$ cat src/rtl/buffered_console.sv
// buffered_console
//   Byte console between a CPU-side strobe interface and a host-side
//   valid/ready interface, with one FIFO in each direction.
//
//   Parameters
//     DATA_WIDTH   width of every data path
//     RX_AW        log2 of the RX FIFO depth (host -> CPU)
//     TX_AW        log2 of the TX FIFO depth (CPU -> host)
//     PATTERN_MODE 1 replaces the RX side with a repeating pattern source
//     PATTERN_BASE first pattern value
//     PATTERN_LEN  pattern period (1 .. 2^DATA_WIDTH)
//
//   Ports
//     CLK, RESET           clock, synchronous active-high reset
//     IN, WR, RDY          CPU write byte / strobe / TX FIFO has room
//     OUT, RDA, ACK        CPU read byte / byte valid / byte consumed
//     RX_DATA/VALID/READY  host push port (into RX FIFO)
//     TX_DATA/VALID/READY  host pop port (out of TX FIFO)
//     RX_LEVEL, TX_LEVEL   FIFO occupancies
//     OVF, CLR_OVF         sticky "CPU write dropped" flag and its clear
//
//   buffered_console_fifo
//     First-word-fall-through FIFO. Pushes are refused while full and pops
//     are ignored while empty, so callers can drive raw strobes.
//     Ports: CLK, RESET, i_data/i_push/o_ready (write side),
//            o_data/o_valid/i_pop (read side), o_level (occupancy).

module buffered_console_fifo #(
    parameter int DW = 8,
    parameter int AW = 4
) (
    input  logic          CLK,
    input  logic          RESET,
    input  logic [DW-1:0] i_data,
    input  logic          i_push,
    output logic          o_ready,
    output logic [DW-1:0] o_data,
    output logic          o_valid,
    input  logic          i_pop,
    output logic [AW:0]   o_level
);
    localparam logic [AW:0] DEPTH = {1'b1, {AW{1'b0}}};

    logic [DW-1:0] r_mem [0:(1<<AW)-1];
    logic [AW-1:0] r_wptr;
    logic [AW-1:0] r_rptr;
    logic [AW:0]   r_level;
    logic          w_push;
    logic          w_pop;

    assign o_ready = (r_level != DEPTH);
    assign o_valid = (r_level != '0);
    assign w_push  = i_push && o_ready;
    assign w_pop   = i_pop && o_valid;
    // Data reads as zero while empty so stale storage never leaks out.
    assign o_data  = o_valid ? r_mem[r_rptr] : '0;
    assign o_level = r_level;

    // Storage is not reset; the write is suppressed during reset so a
    // discarded push cannot disturb anything visible afterwards.
    always_ff @(posedge CLK) begin
        if (w_push && !RESET)
            r_mem[r_wptr] <= i_data;
    end

    // Pointers wrap naturally at the depth; level only moves when exactly
    // one of push/pop happens, so a simultaneous pair leaves it unchanged.
    always_ff @(posedge CLK) begin
        if (RESET) begin
            r_wptr  <= '0;
            r_rptr  <= '0;
            r_level <= '0;
        end else begin
            if (w_push)
                r_wptr <= r_wptr + AW'(1);
            if (w_pop)
                r_rptr <= r_rptr + AW'(1);
            if (w_push && !w_pop)
                r_level <= r_level + (AW+1)'(1);
            else if (w_pop && !w_push)
                r_level <= r_level - (AW+1)'(1);
        end
    end
endmodule

module buffered_console #(
    parameter int                    DATA_WIDTH   = 8,
    parameter int                    RX_AW        = 4,
    parameter int                    TX_AW        = 4,
    parameter int                    PATTERN_MODE = 0,
    parameter logic [DATA_WIDTH-1:0] PATTERN_BASE = DATA_WIDTH'(8'h41),
    parameter int                    PATTERN_LEN  = 26
) (
    input  logic                  CLK,
    input  logic                  RESET,
    input  logic [DATA_WIDTH-1:0] IN,
    input  logic                  WR,
    output logic                  RDY,
    output logic [DATA_WIDTH-1:0] OUT,
    output logic                  RDA,
    input  logic                  ACK,
    input  logic [DATA_WIDTH-1:0] RX_DATA,
    input  logic                  RX_VALID,
    output logic                  RX_READY,
    output logic [DATA_WIDTH-1:0] TX_DATA,
    output logic                  TX_VALID,
    input  logic                  TX_READY,
    output logic [RX_AW:0]        RX_LEVEL,
    output logic [TX_AW:0]        TX_LEVEL,
    output logic                  OVF,
    input  logic                  CLR_OVF
);
    logic r_ovf;

    buffered_console_fifo #(.DW(DATA_WIDTH), .AW(TX_AW)) u_txFifo (
        .CLK     (CLK),
        .RESET   (RESET),
        .i_data  (IN),
        .i_push  (WR),
        .o_ready (RDY),
        .o_data  (TX_DATA),
        .o_valid (TX_VALID),
        .i_pop   (TX_READY),
        .o_level (TX_LEVEL)
    );

    // A write attempted while the TX FIFO is full is lost; remember that.
    // Setting takes priority over a clear in the same cycle.
    always_ff @(posedge CLK) begin
        if (RESET)
            r_ovf <= 1'b0;
        else if (WR && !RDY)
            r_ovf <= 1'b1;
        else if (CLR_OVF)
            r_ovf <= 1'b0;
    end

    assign OVF = r_ovf;

    generate
        if (PATTERN_MODE != 0) begin : g_pattern
            localparam logic [DATA_WIDTH-1:0] PCNT_LAST = DATA_WIDTH'(PATTERN_LEN - 1);
            logic [DATA_WIDTH-1:0] r_pcnt;

            // The pattern source always has a byte ready, so every ACK
            // consumes one and advances the counter around the period.
            always_ff @(posedge CLK) begin
                if (RESET)
                    r_pcnt <= '0;
                else if (ACK)
                    r_pcnt <= (r_pcnt == PCNT_LAST) ? '0 : r_pcnt + DATA_WIDTH'(1);
            end

            assign OUT      = PATTERN_BASE + r_pcnt;
            assign RDA      = 1'b1;
            assign RX_READY = 1'b0;
            assign RX_LEVEL = '0;
        end else begin : g_rxFifo
            buffered_console_fifo #(.DW(DATA_WIDTH), .AW(RX_AW)) u_rxFifo (
                .CLK     (CLK),
                .RESET   (RESET),
                .i_data  (RX_DATA),
                .i_push  (RX_VALID),
                .o_ready (RX_READY),
                .o_data  (OUT),
                .o_valid (RDA),
                .i_pop   (ACK),
                .o_level (RX_LEVEL)
            );
        end
    endgenerate
endmodule

$ cat config.mk
export PLATFORM = sky130hd
export DESIGN_NAME = buffered_console
export DESIGN_NICKNAME = d
export VERILOG_FILES = /design/src/rtl/buffered_console.sv
export SDC_FILE = /design/constraint.sdc
export NUM_CORES = 1
export LEC_CHECK = 0
export ABC_AREA = 1
export BUFFER_PORTS_ARGS = -buffer_cell sky130_fd_sc_hd__buf_4
export CAP_MARGIN = 10
export CELL_PAD_IN_SITES_DETAIL_PLACEMENT = 0
export CELL_PAD_IN_SITES_GLOBAL_PLACEMENT = 1
export CORE_ASPECT_RATIO = 0.6
export CORE_MARGIN = 2
export CORE_UTILIZATION = 49
export CTS_CLUSTER_SIZE = 24
export DETAILED_ROUTE_END_ITERATION = 16
export PLACE_DENSITY = 0.86
export SYNTH_ARGS = -nofsm -noshare
export SYNTH_HDL_FRONTEND = slang
export SYNTH_SLANG_ARGS = --single-unit
$ cat constraint.sdc
create_clock -name CLK -period 2.4 [get_ports CLK]
set_input_delay 0.12 -clock CLK [delete_from_list [all_inputs] [get_ports CLK]]
set_output_delay 0.12 -clock CLK [all_outputs]
set_load 0.01 [all_outputs]
==> results of run 1 <==
registers in the layout (all words and copies together), names as in the netlist, named ones only:
register and cells:
g_rxFifo.u_rxFifo.o_level 5, OVF 1, u_txFifo.r_wptr 4, g_rxFifo.u_rxFifo.r_wptr 4, u_txFifo.r_rptr 4, g_rxFifo.u_rxFifo.r_mem 128, u_txFifo.o_level 5, g_rxFifo.u_rxFifo.r_rptr 4
u_txFifo.r_mem 128
layer usage:
| metal | share of wire [%] | vias up | track usage, % | routed length [um] |
|---|---|---|---|---|
| li1 | - | 4012 | - | - |
| met1 | 50 | 4009 | 35.3 | 14100 |
| met2 | 40 | 311 | 29.0 | 11300 |
| met3 | 8.3 | 34 | 4.28 | 2330 |
| met4 | 1.4 | 0 | 4.36 | 407 |
| met5 | 0 | - | 0 | 0 |
worst max-delay path by stage:
stage               slack (ns)                            to  cells after the start
floorplan                 0.20  g_rxFifo.u_rxFifo.o_level[4]                     13
global placement          0.26           u_txFifo.o_level[4]                     12
detailed placement        0.19           u_txFifo.o_level[4]                     12
CTS                     0.0008                        OUT[2]                      8
global route             0.008           u_txFifo.o_level[3]                     11
finish                    0.07                        OUT[7]                      8
synth_stat cells (3+ instances only):
library cell / instances
xor2_1: 11
nand2_1: 364
nand3_1: 204
inv_1: 35
nor2_1: 44
o21ai_0: 8
o21ai_1: 8
edfxtp_1: 256
inv_2: 6
clkbuf_1: 7
a21oi_1: 42
dfxtp_1: 35
ha_1: 18
buf_6: 19
nand4_1: 3
nor3_1: 4
buf_4: 11
buf_2: 13
layout make-up:
type / instances / area share [%]
Sequential cell: 291 / 59.3
Multi-Input combinational cell: 719 / 23.5
Timing Repair Buffer: 129 / 7.64
Clock buffer: 40 / 5.50
Tap cell: 322 / 2.84
Inverter: 41 / 1.10
Clock inverter: 5 / 0.177
placed cells by master, fill, tap and decap left out, types with 7 or more instances in the layout:
cell type / n
edfxtp_1: 256
inv_1: 33
nand3_1: 204
dlygate4sd3_1: 22
xor2_1: 11
o21ai_1: 8
clkbuf_16: 28
buf_4: 102
o21ai_0: 8
ha_1: 18
a21oi_1: 42
inv_2: 7
nand2_1: 363
dfxtp_1: 30
nor2_1: 44
power groups by stage:
stage | logic, W | registers [W] | clock network, W
after floorplan | 0.00261 | 0.00598 | 0
after global routing | 0.00453 | 0.00593 | 0.00425
final | 0.00405 | 0.00591 | 0.00397
after global placement | 0.00389 | 0.00599 | 0
after detailed placement | 0.00395 | 0.00600 | 0
after CTS | 0.00401 | 0.00590 | 0.00402
worst min-delay path, cell delays in order:
cell     delay [ns]
buf_4          0.09
nand2_2        0.09
nand2_1        0.07
a21oi_1        0.07
timing repair:
| item | 4_1_cts | 5_1_grt |
|---|---|---|
| hold buffers | 22 | 0 |
| gates resized for setup | 1 | 7 |
| gates cloned | 0 | 1 |
| endpoints found under the hold margin | 273 | 0 |
| endpoints found under the setup margin | 1 | 11 |
through the flow:
step           hold slack, ns  total power, W
6_report              -0.0402          0.0139
5_1_grt               0.00997          0.0147
4_1_cts               0.00230          0.0139
2_1_floorplan           0.219         0.00859
3_3_place_gp            0.370         0.00988
3_5_place_dp            0.377         0.00996
cell families (layout without fill, tap and decap cells):
family	after synthesis	after routing
compound gates	59	59
buf+inv	92	215
flops	291	291
simple gates	627	627
xor+xnor	13	13
fa+ha+maj	20	20
==> impl_metrics.tcl, run 1 <==
set metrics [dict create \
    p_sw_w 0.00446 \
    hold_depth 4 \
    avgSynthCellArea_sq_um 11.1 \
    seqPwrFrac_pct 42.4 \
    clockBufferDepth 3 \
    status "finished with violations" \
    via_per_inst 5.41 \
    grt_pass1_vias 7713 \
    synth-compound-area-share_pct 2.44 \
    crit_fanout 64 \
    ys_ff_latch 291 \
    synth_seq_area_share_pct 68.4 \
    slowest_delay_ns 0.36 \
    clkPwrFrac_pct 28.5 \
    p_leak_nw 5.42 \
    cts.clk_slew.worst_paths_ns 0.06 \
    violations "negative hold slack" \
    yosys-top-cells-area "edfxtp_1 (63%), nand2_1 (11%), nand3_1 (8.3%)" \
    drc 0 \
    routedWlPerCell_um 18.2 \
    antennaDiodeCount 0 \
    slew_headroom_pct 60.2 \
    r2r_end "u_txFifo.o_level[4]" \
    drtAntennaViolNets 0 \
    crit_type "flip-flop to output port" \
    vias 8366 \
    skew_ns 0.00779 \
    syn_area_sq_mm 0.0123 \
    fmaxAchievable_mhz 429 \
    r2r_cells 13 \
    crit_family "simple AND/OR/NAND/NOR gates" \
    synthMuxAreaShare_pct 0 \
    wirelength_um 28100 \
    htreeDepth 1 \
    hp-start "TX_READY" \
    boundaryPins 54 \
    seqCellArea_sq_mm 0.00839 \
    layout.nets 1252 \
    synth_adder_area_share_pct 2.16 \
    max_cap_violations 0 \
    synth_top_family_by_area "simple AND/OR/NAND/NOR gates" \
    finalSetupTns_ns 0 \
    die_height_um 127 \
    post-route-period-util_pct 97.1 \
    yosysWarnings 0 \
    grt_max_degree 65 \
    p_per_area_mw_per_mm2 982 \
    synth_cells 1102 \
    die_w_um 208 \
    path_cells "buf_12 -> nand2_1 -> nand3_1 -> nand3_1 -> nand2_1 -> nand2_1 -> a21oi_1 -> buf_4" \
    synth_area_leader_cell "edfxtp_1" \
    initial_core_util_pct 50.3 \
    layout-drive-gt1-share_pct 13.4 \
    synthFlopType "edfxtp_1" \
    synth.distinct_cells 27 \
    grt_pass1_wl_um 43500 \
    rsz0062_at_grt "false" \
    clock-sinks 291 \
    gp_congestion 0.803 \
    hold_class "input pin to flip-flop" \
    required_ns 2.28 \
    swShare_pct 32.0 \
    reg2reg_from "u_txFifo.o_level[2]" \
    drt_iter0_markers 707 \
    die-area_sq_mm 0.0263 \
    worst_pin_slew_ns 0.596 \
    worstPathArrival_ns 2.21 \
    finalHoldViolCount 5 \
    synthArstFlopShare_pct 0 \
    fillers 1992 \
    cts_tree "done" \
    yosys.area.top_type_share_pct 62.7 \
    synth_edf_count 256 \
    synth_xor_area_share_pct 0.929 \
    cp.buffers_inverters 2 \
    synth_fp_nets 1145 \
    yosys.area_share.simple_pct 21.6 \
    placed_cell_area_sq_mm 0.0131 \
    hold_slack_ns -0.0402 \
    finalWorstSetupSlack_ns 0.0700 \
    comb_power_share_pct 29.1 \
    p_int_w 0.00946 \
    grt_overflow_total 0 \
    grtUsageTotal_pct 21.4 \
    dpl.hpwl_um 18000 \
    setup_violations 0 \
    cp_slowest_cell "dfxtp_2" \
    coreArea_sq_mm 0.0244 \
    syn2layout_area_growth_pct 15.6 \
    root_buffer "clkbuf_16" \
    portBuffers 53 \
    post-route-util_pct 58.1 \
    rows 44 \
    clk_latency_ns 0.53 \
    fin_crit_ns 2.33 \
    layout.cells.non_filler 1547 \
    post_cts_buffers 0 \
    drtPass1Iterations 5 \
    start_kind "flip-flop" \
    final_area_sq_mm 0.0142 \
    cts_made_buffers 27 \
    dp.cells 1479 \
    vdd_ir_drop_max_mv 0.628 \
    antenna_found_initial 0 \
    slew_violations 0 \
    endpoint_kind "output port" \
    r2r_slack_ns 0.23 \
    worst_path_most_repeated_cell "nand2_1" \
    pre_cts_ws_ns 0.193 \
    multi_input_area_sq_mm 0.00333 \
]
Note: power is estimated with default switching activity, not from simulation.
==> run 2, diff against run 1 <==
--- a/config.mk
+++ b/config.mk
@@ -8,13 +8,12 @@
 export ABC_AREA = 1
 export BUFFER_PORTS_ARGS = -buffer_cell sky130_fd_sc_hd__buf_4
 export CAP_MARGIN = 10
-export CELL_PAD_IN_SITES_DETAIL_PLACEMENT = 0
-export CELL_PAD_IN_SITES_GLOBAL_PLACEMENT = 1
 export CORE_ASPECT_RATIO = 0.6
 export CORE_MARGIN = 2
-export CORE_UTILIZATION = 49
+export CORE_UTILIZATION = 61
 export CTS_CLUSTER_SIZE = 24
 export DETAILED_ROUTE_END_ITERATION = 16
+export GPL_ROUTABILITY_DRIVEN = 0
 export PLACE_DENSITY = 0.86
 export SYNTH_ARGS = -nofsm -noshare
 export SYNTH_HDL_FRONTEND = slang
==> impl_metrics.tcl, run 2 (same netlist as run 1, synthesis figures left out) <==
set metrics [dict create \
    status "finished clean" \
    most-common-layout-cells "nand2_1 (363), edfxtp_1 (256), nand3_1 (204), buf_4 (103), nor2_1 (43)" \
    drc 0 \
    grt_most_used_layer "met1" \
    p_leak_nw 5.37 \
    power_w 0.0137 \
    grt_pass1_vias 8452 \
    cts_made_buffers 25 \
    wirelength_um 28700 \
    reg2reg_from "u_txFifo.o_level[1]" \
    fin_crit_ns 2.33 \
    cp_slowest_cell "dfxtp_2" \
    fmaxAchievable_mhz 429 \
    cts_tree "done" \
    r2r_end "u_txFifo.o_level[4]" \
    slew_headroom_pct 54.4 \
    layout-drive-gt1-share_pct 13.4 \
    htreeDepth 1 \
    dpl.hpwl_um 17500 \
    dp.cells 1423 \
    boundaryPins 54 \
    r2r_cells 13 \
    met3_usage_pct 6.25 \
    drtPass1Iterations 6 \
    p_sw_w 0.00453 \
    portBuffers 53 \
    cts.clk_slew.worst_paths_ns 0.07 \
    worst_path_most_repeated_cell "nand2_1" \
    initial_core_util_pct 61.7 \
    crit_fanout 64 \
    syn2layout_area_growth_pct 14.8 \
    grtUsageTotal_pct 27.0 \
    seqPwrFrac_pct 43.1 \
    clkPwrFrac_pct 26.5 \
    die_w_um 187 \
    grtUsageMet1_pct 40.9 \
    grt_overflow_total 0 \
    post-route-period-util_pct 97.2 \
    endpoint_kind "output port" \
    p_int_w 0.00921 \
    root_buffer "clkbuf_16" \
    swShare_pct 33.0 \
    reg_top3 "g_rxFifo.u_rxFifo.r_mem x128, u_txFifo.r_mem x128" \
    final_area_sq_mm 0.0141 \
    skew_ns 0.0378 \
    routedWlPerCell_um 19.1 \
    drtAntennaViolNets 0 \
    die-area_sq_mm 0.0213 \
    placed_cell_area_sq_mm 0.0130 \
    worst_pin_slew_ns 0.683 \
    coreArea_sq_mm 0.0199 \
    final_common_cell "nand2_1" \
    layout.cells.non_filler 1502 \
    required_ns 2.28 \
    grt_pass1_wl_um 44700 \
    clk_latency_ns 0.54 \
    die_height_um 114 \
    hp-start "RX_VALID" \
    path_cells "buf_8 -> nand2_1 -> nand3_1 -> nand3_1 -> nand2_1 -> nand2_1 -> a21oi_1 -> buf_4" \
    setup_violations 0 \
    hold_end "g_rxFifo.u_rxFifo.r_wptr[2]" \
    p_per_area_mw_per_mm2 976 \
    start_kind "flip-flop" \
    finalSetupTns_ns 0 \
    comb_power_share_pct 30.5 \
    hold_depth 5 \
    crit_type "flip-flop to output port" \
    drt_iter0_markers 1317 \
    grt_max_degree 65 \
    worstPathArrival_ns 2.21 \
    post-route-util_pct 70.8 \
    slowest_delay_ns 0.37 \
    slew_violations 0 \
    hold_class "input pin to flip-flop" \
    finalHoldViolCount 0 \
    clock-sinks 291 \
    antennaDiodeCount 0 \
    layout.nets 1255 \
    vdd_ir_drop_max_mv 0.691 \
    via_per_inst 5.88 \
    rows 40 \
    antenna_found_initial 0 \
    max_cap_violations 0 \
    use_met2_pct 40.1 \
    clockBufferDepth 3 \
    vias 8829 \
    r2r_slack_ns 0.15 \
]
## run 2: cell type report
type	instances	area [sq um]
sequential	291	8390
tap	273	342
timing repair buffer	132	1100
multi-input combinational	719	3340
clock inverter	7	38.8
inverter	41	168
clock buffer	37	671
fill	1261	5790
timing repair inverter	2	15.0
## run 2: worst max-delay path by stage
stage / start / end / slack (ns)
2_1_floorplan: g_rxFifo.u_rxFifo.o_level[0] / g_rxFifo.u_rxFifo.o_level[4] / 0.20
3_3_place_gp: u_txFifo.o_level[1] / u_txFifo.o_level[4] / 0.23
3_5_place_dp: u_txFifo.o_level[1] / u_txFifo.o_level[4] / 0.12
4_1_cts: flip-flop / TX_DATA[3] / 0.02
5_1_grt: u_txFifo.o_level[1] / u_txFifo.o_level[3] / -0.05
6_report: flip-flop / TX_DATA[6] / 0.07
## run 2: timing repair
item	4_1_cts	5_1_grt
hold buffers	21	1
hold endpoints to repair	274	2
pin swaps	0	1
cloned	2	0
buffers inserted	5	6
setup endpoints to repair	16	18
gates resized for setup	5	16
## run 2: per-layer routing
metal | vias to the layer above | wire (um)
met1 | 4171 | 11800
met2 | 589 | 12700
li1 | 4016 | -
met4 | 0 | 556
met3 | 53 | 3650
met5 | - | 0
## run 2: metrics by stage
stage,setup slack [ns],hold slack (ns)
after floorplan,0.197,0.219
after global placement,0.230,0.373
after detailed placement,0.121,0.384
after CTS,0.0208,0.00232
after global routing,-0.0477,0.0674
final,0.0667,0.0230
## run 2: power groups by stage
stage / registers [W] / logic (W) / clock network [W]
after global routing: 0.00595 / 0.00461 / 0.00383
after CTS: 0.00591 / 0.00404 / 0.00365
after floorplan: 0.00598 / 0.00261 / 0
after global placement: 0.00596 / 0.00373 / 0
final: 0.00592 / 0.00418 / 0.00364
after detailed placement: 0.00598 / 0.00389 / 0
## run 2: worst max-delay path: cells and delay by family, from the launching register on
kind,cells,cell delay [ns]
buf+inv,2,0.52
simple gates,5,0.50
flops,1,0.37
compound gates,1,0.27
==> run 3, diff against run 2 <==
--- a/config.mk
+++ b/config.mk
@@ -17,4 +17,5 @@
 export PLACE_DENSITY = 0.86
 export SYNTH_ARGS = -nofsm -noshare
 export SYNTH_HDL_FRONTEND = slang
+export SYNTH_HIERARCHICAL = 1
 export SYNTH_SLANG_ARGS = --single-unit
==> impl_metrics.tcl, run 3 <==
set metrics [dict create \
    hold_depth 4 \
    max_cap_violations 0 \
    grtUsageTotal_pct 29.0 \
    crit_fanout 32 \
    status "finished clean" \
    vdd_ir_drop_max_mv 0.749 \
    root_buffer "clkbuf_16" \
    synth_area_leader_cell "edfxtp_1" \
    worstPathArrival_ns 2.20 \
    fin_crit_ns 2.32 \
    grt_pass1_vias 8981 \
    die-area_sq_mm 0.0212 \
    r2r_end "g_rxFifo.u_rxFifo/o_level[3]" \
    finalWorstSetupSlack_ns 0.0809 \
    cp.buffers_inverters 2 \
    layout.cells.non_filler 1500 \
    vias 9119 \
    synth_edf_count 256 \
    syn2layout_area_growth_pct 15.4 \
    synthArstFlopShare_pct 0 \
    start_kind "flip-flop" \
    coreArea_sq_mm 0.0198 \
    p_int_w 0.00933 \
    die_height_um 114 \
    reg2reg_from "g_rxFifo.u_rxFifo/o_level[1]" \
    synth-compound-area-share_pct 2.51 \
    most-common-layout-cells "nand2_1 (363), edfxtp_1 (256), nand3_1 (208), buf_4 (99), nor2_1 (43)" \
    via_per_inst 6.08 \
    synth.distinct_cells 23 \
    r2r_cells 12 \
    required_ns 2.28 \
    wirelength_um 30900 \
    antenna_found_initial 0 \
    initial_core_util_pct 61.6 \
    placed_cell_area_sq_mm 0.0130 \
    r2r_slack_ns 0.18 \
    cts_made_buffers 27 \
    clkPwrFrac_pct 27.6 \
    drt_iter0_markers 1433 \
    endpoint_kind "output port" \
    final_common_cell "nand2_1" \
    portBuffers 53 \
    hp-start "WR" \
    boundaryPins 54 \
    yosys-top-cells-area "edfxtp_1 (63%), nand2_1 (11%), nand3_1 (8.5%)" \
    grt_max_degree 65 \
    synth_top_family_by_area "simple AND/OR/NAND/NOR gates" \
    path_cells "buf_4 -> nand3_1 -> nand3_1 -> nand2_1 -> nand2_1 -> a21oi_1 -> buf_4" \
    drtAntennaViolNets 0 \
    grt_pass1_wl_um 47400 \
    drc 0 \
    ys_ff_latch 291 \
    clk_latency_ns 0.54 \
    antennaDiodeCount 0 \
    fmaxAchievable_mhz 431 \
    cp_slowest_cell "dfxtp_1" \
    drtPass1Iterations 6 \
    comb_power_share_pct 30.3 \
    crit_type "flip-flop to output port" \
    slowest_delay_ns 0.48 \
    p_leak_nw 5.39 \
    hold_slack_ns 0.0425 \
    slew_violations 0 \
    p_sw_w 0.00468 \
    synth_adder_area_share_pct 2.17 \
    hold_end "u_txFifo/r_wptr[1]" \
    yosys.area_share.simple_pct 21.5 \
    synth.top_cells.by_count "nand2_1 (364), edfxtp_1 (256), nand3_1 (208), nor2_1 (44), a21oi_1 (42)" \
    finalSetupTns_ns 0 \
    hold_class "input pin to flip-flop" \
    seqPwrFrac_pct 42.1 \
    layout.nets 1250 \
    synth_most_common_cell "nand2_1" \
    cts.clk_slew.worst_paths_ns 0.06 \
    htreeDepth 1 \
    worst_pin_slew_ns 0.635 \
    routedWlPerCell_um 20.6 \
    final_area_sq_mm 0.0141 \
    clockBufferDepth 3 \
    finalHoldViolCount 0 \
    yosysWarnings 6 \
    slew_headroom_pct 57.6 \
    rows 40 \
    rsz0062_at_grt "false" \
    synth_xor_area_share_pct 1.00 \
    layout-drive-gt1-share_pct 13.1 \
    pre_cts_ws_ns 0.0173 \
    grt_overflow_total 0 \
    synthFlopType "edfxtp_1" \
    synth_fp_nets 1141 \
    synth_seq_area_share_pct 68.7 \
    yosys.area.top_type_share_pct 62.9 \
    cts_tree "done" \
    crit_family "buffers and inverters" \
    syn_area_sq_mm 0.0122 \
    dpl.hpwl_um 17200 \
    skew_ns 0.0130 \
    avgSynthCellArea_sq_um 11.1 \
    synthMuxAreaShare_pct 0 \
    p_per_area_mw_per_mm2 994 \
    clock-sinks 291 \
    synth_cells 1098 \
    dp.cells 1421 \
    reg_top3 "g_rxFifo.u_rxFifo/r_mem x128, u_txFifo/r_mem x128" \
    swShare_pct 33.4 \
    die_w_um 187 \
    setup_violations 0 \
    post-route-period-util_pct 96.6 \
]
==> run 3: changes by cell type after synthesis, moves of 2 or more <==
cell      delta
o21ai_1      -8
buf_6        -5
clkbuf_1     -3
nand3_1      +4
buf_2        +9
clkinv_1     +2
o21ai_0      +6
nand2_2      -2
inv_2        -4
nor3_1       -4
==> run 3: kinds of logic (layout without fill, tap and decap cells) <==
kind of cell,Yosys count,after routing
AO/OA/AOI/OAI,59,59
XOR/XNOR,14,14
adder cells (fa/ha/maj),20,20
buffers and inverters,90,219
flip-flops,291,291
AND/OR/NAND/NOR,624,624
==> run 3: through the flow <==
| stage | total power (W) | util (%) |
|---|---|---|
| finish | 0.0140 | 71.1 |
| global route | 0.0146 | 71.1 |
| CTS | 0.0138 | 70.9 |
| detailed placement | 0.00984 | 65.5 |
| global placement | 0.00967 | 65.5 |
| floorplan | 0.00854 | - |
==> run 3: layout make-up <==
class,instances,area (sq um)
clock buffer,36,709
clock inverter,13,61.3
fill,1244,5720
inverter,40,166
multi-input combinational,717,3330
sequential,291,8390
tap,273,342
timing repair buffer,128,1080
timing repair inverter,2,15.0
==> run 3: what timing repair did <==
item,CTS,global route
setup endpoints to repair,16,19
cloned,2,0
hold buffers,23,0
hold endpoints to repair,273,0
setup buffers,2,3
gates resized for setup,6,14
==> run 3: how the worst max path moves through the flow <==
stage | to | slack, ns | start | cells past startpoint
3_3_place_gp | g_rxFifo.u_rxFifo/o_level[4] | 0.17 | g_rxFifo.u_rxFifo/o_level[3] | 13
2_1_floorplan | u_txFifo/o_level[4] | 0.11 | u_txFifo/o_level[0] | 13
5_1_grt | OUT[1] | 0.02 | flip-flop | 7
6_report | OUT[5] | 0.08 | flip-flop | 7
3_5_place_dp | g_rxFifo.u_rxFifo/o_level[3] | 0.02 | g_rxFifo.u_rxFifo/o_level[3] | 12
4_1_cts | g_rxFifo.u_rxFifo/o_level[3] | 0.008 | g_rxFifo.u_rxFifo/o_level[3] | 12
==> run 3: worst register-to-register path, delay by kind of cell (launching register included) <==
kind                     cells  cell delay [ns]
buffers and inverters        4             0.35
AND/OR/NAND/NOR              3             0.35
XOR/XNOR                     1             0.14
AO/OA/AOI/OAI                2             0.33
adder cells (fa/ha/maj)      2             0.54
flip-flops                   1             0.40
==> run 3: routing by layer <==
layer / vias up / GRT usage [%] / part of all wire (%)
met4: 0 / 11.3 / 3.3
met3: 120 / 7.48 / 12
li1: 4011 / - / -
met2: 672 / 45.5 / 46
met5: - / 0 / 0
met1: 4316 / 39.7 / 38
==> run 3: power by group through the flow <==
stage | Sequential, W | Combinational (W) | Clock, W
after floorplan | 0.00598 | 0.00256 | 0
after global placement | 0.00595 | 0.00373 | 0
after detailed placement | 0.00596 | 0.00388 | 0
after CTS | 0.00589 | 0.00406 | 0.00383
after global routing | 0.00592 | 0.00459 | 0.00408
final | 0.00590 | 0.00424 | 0.00387
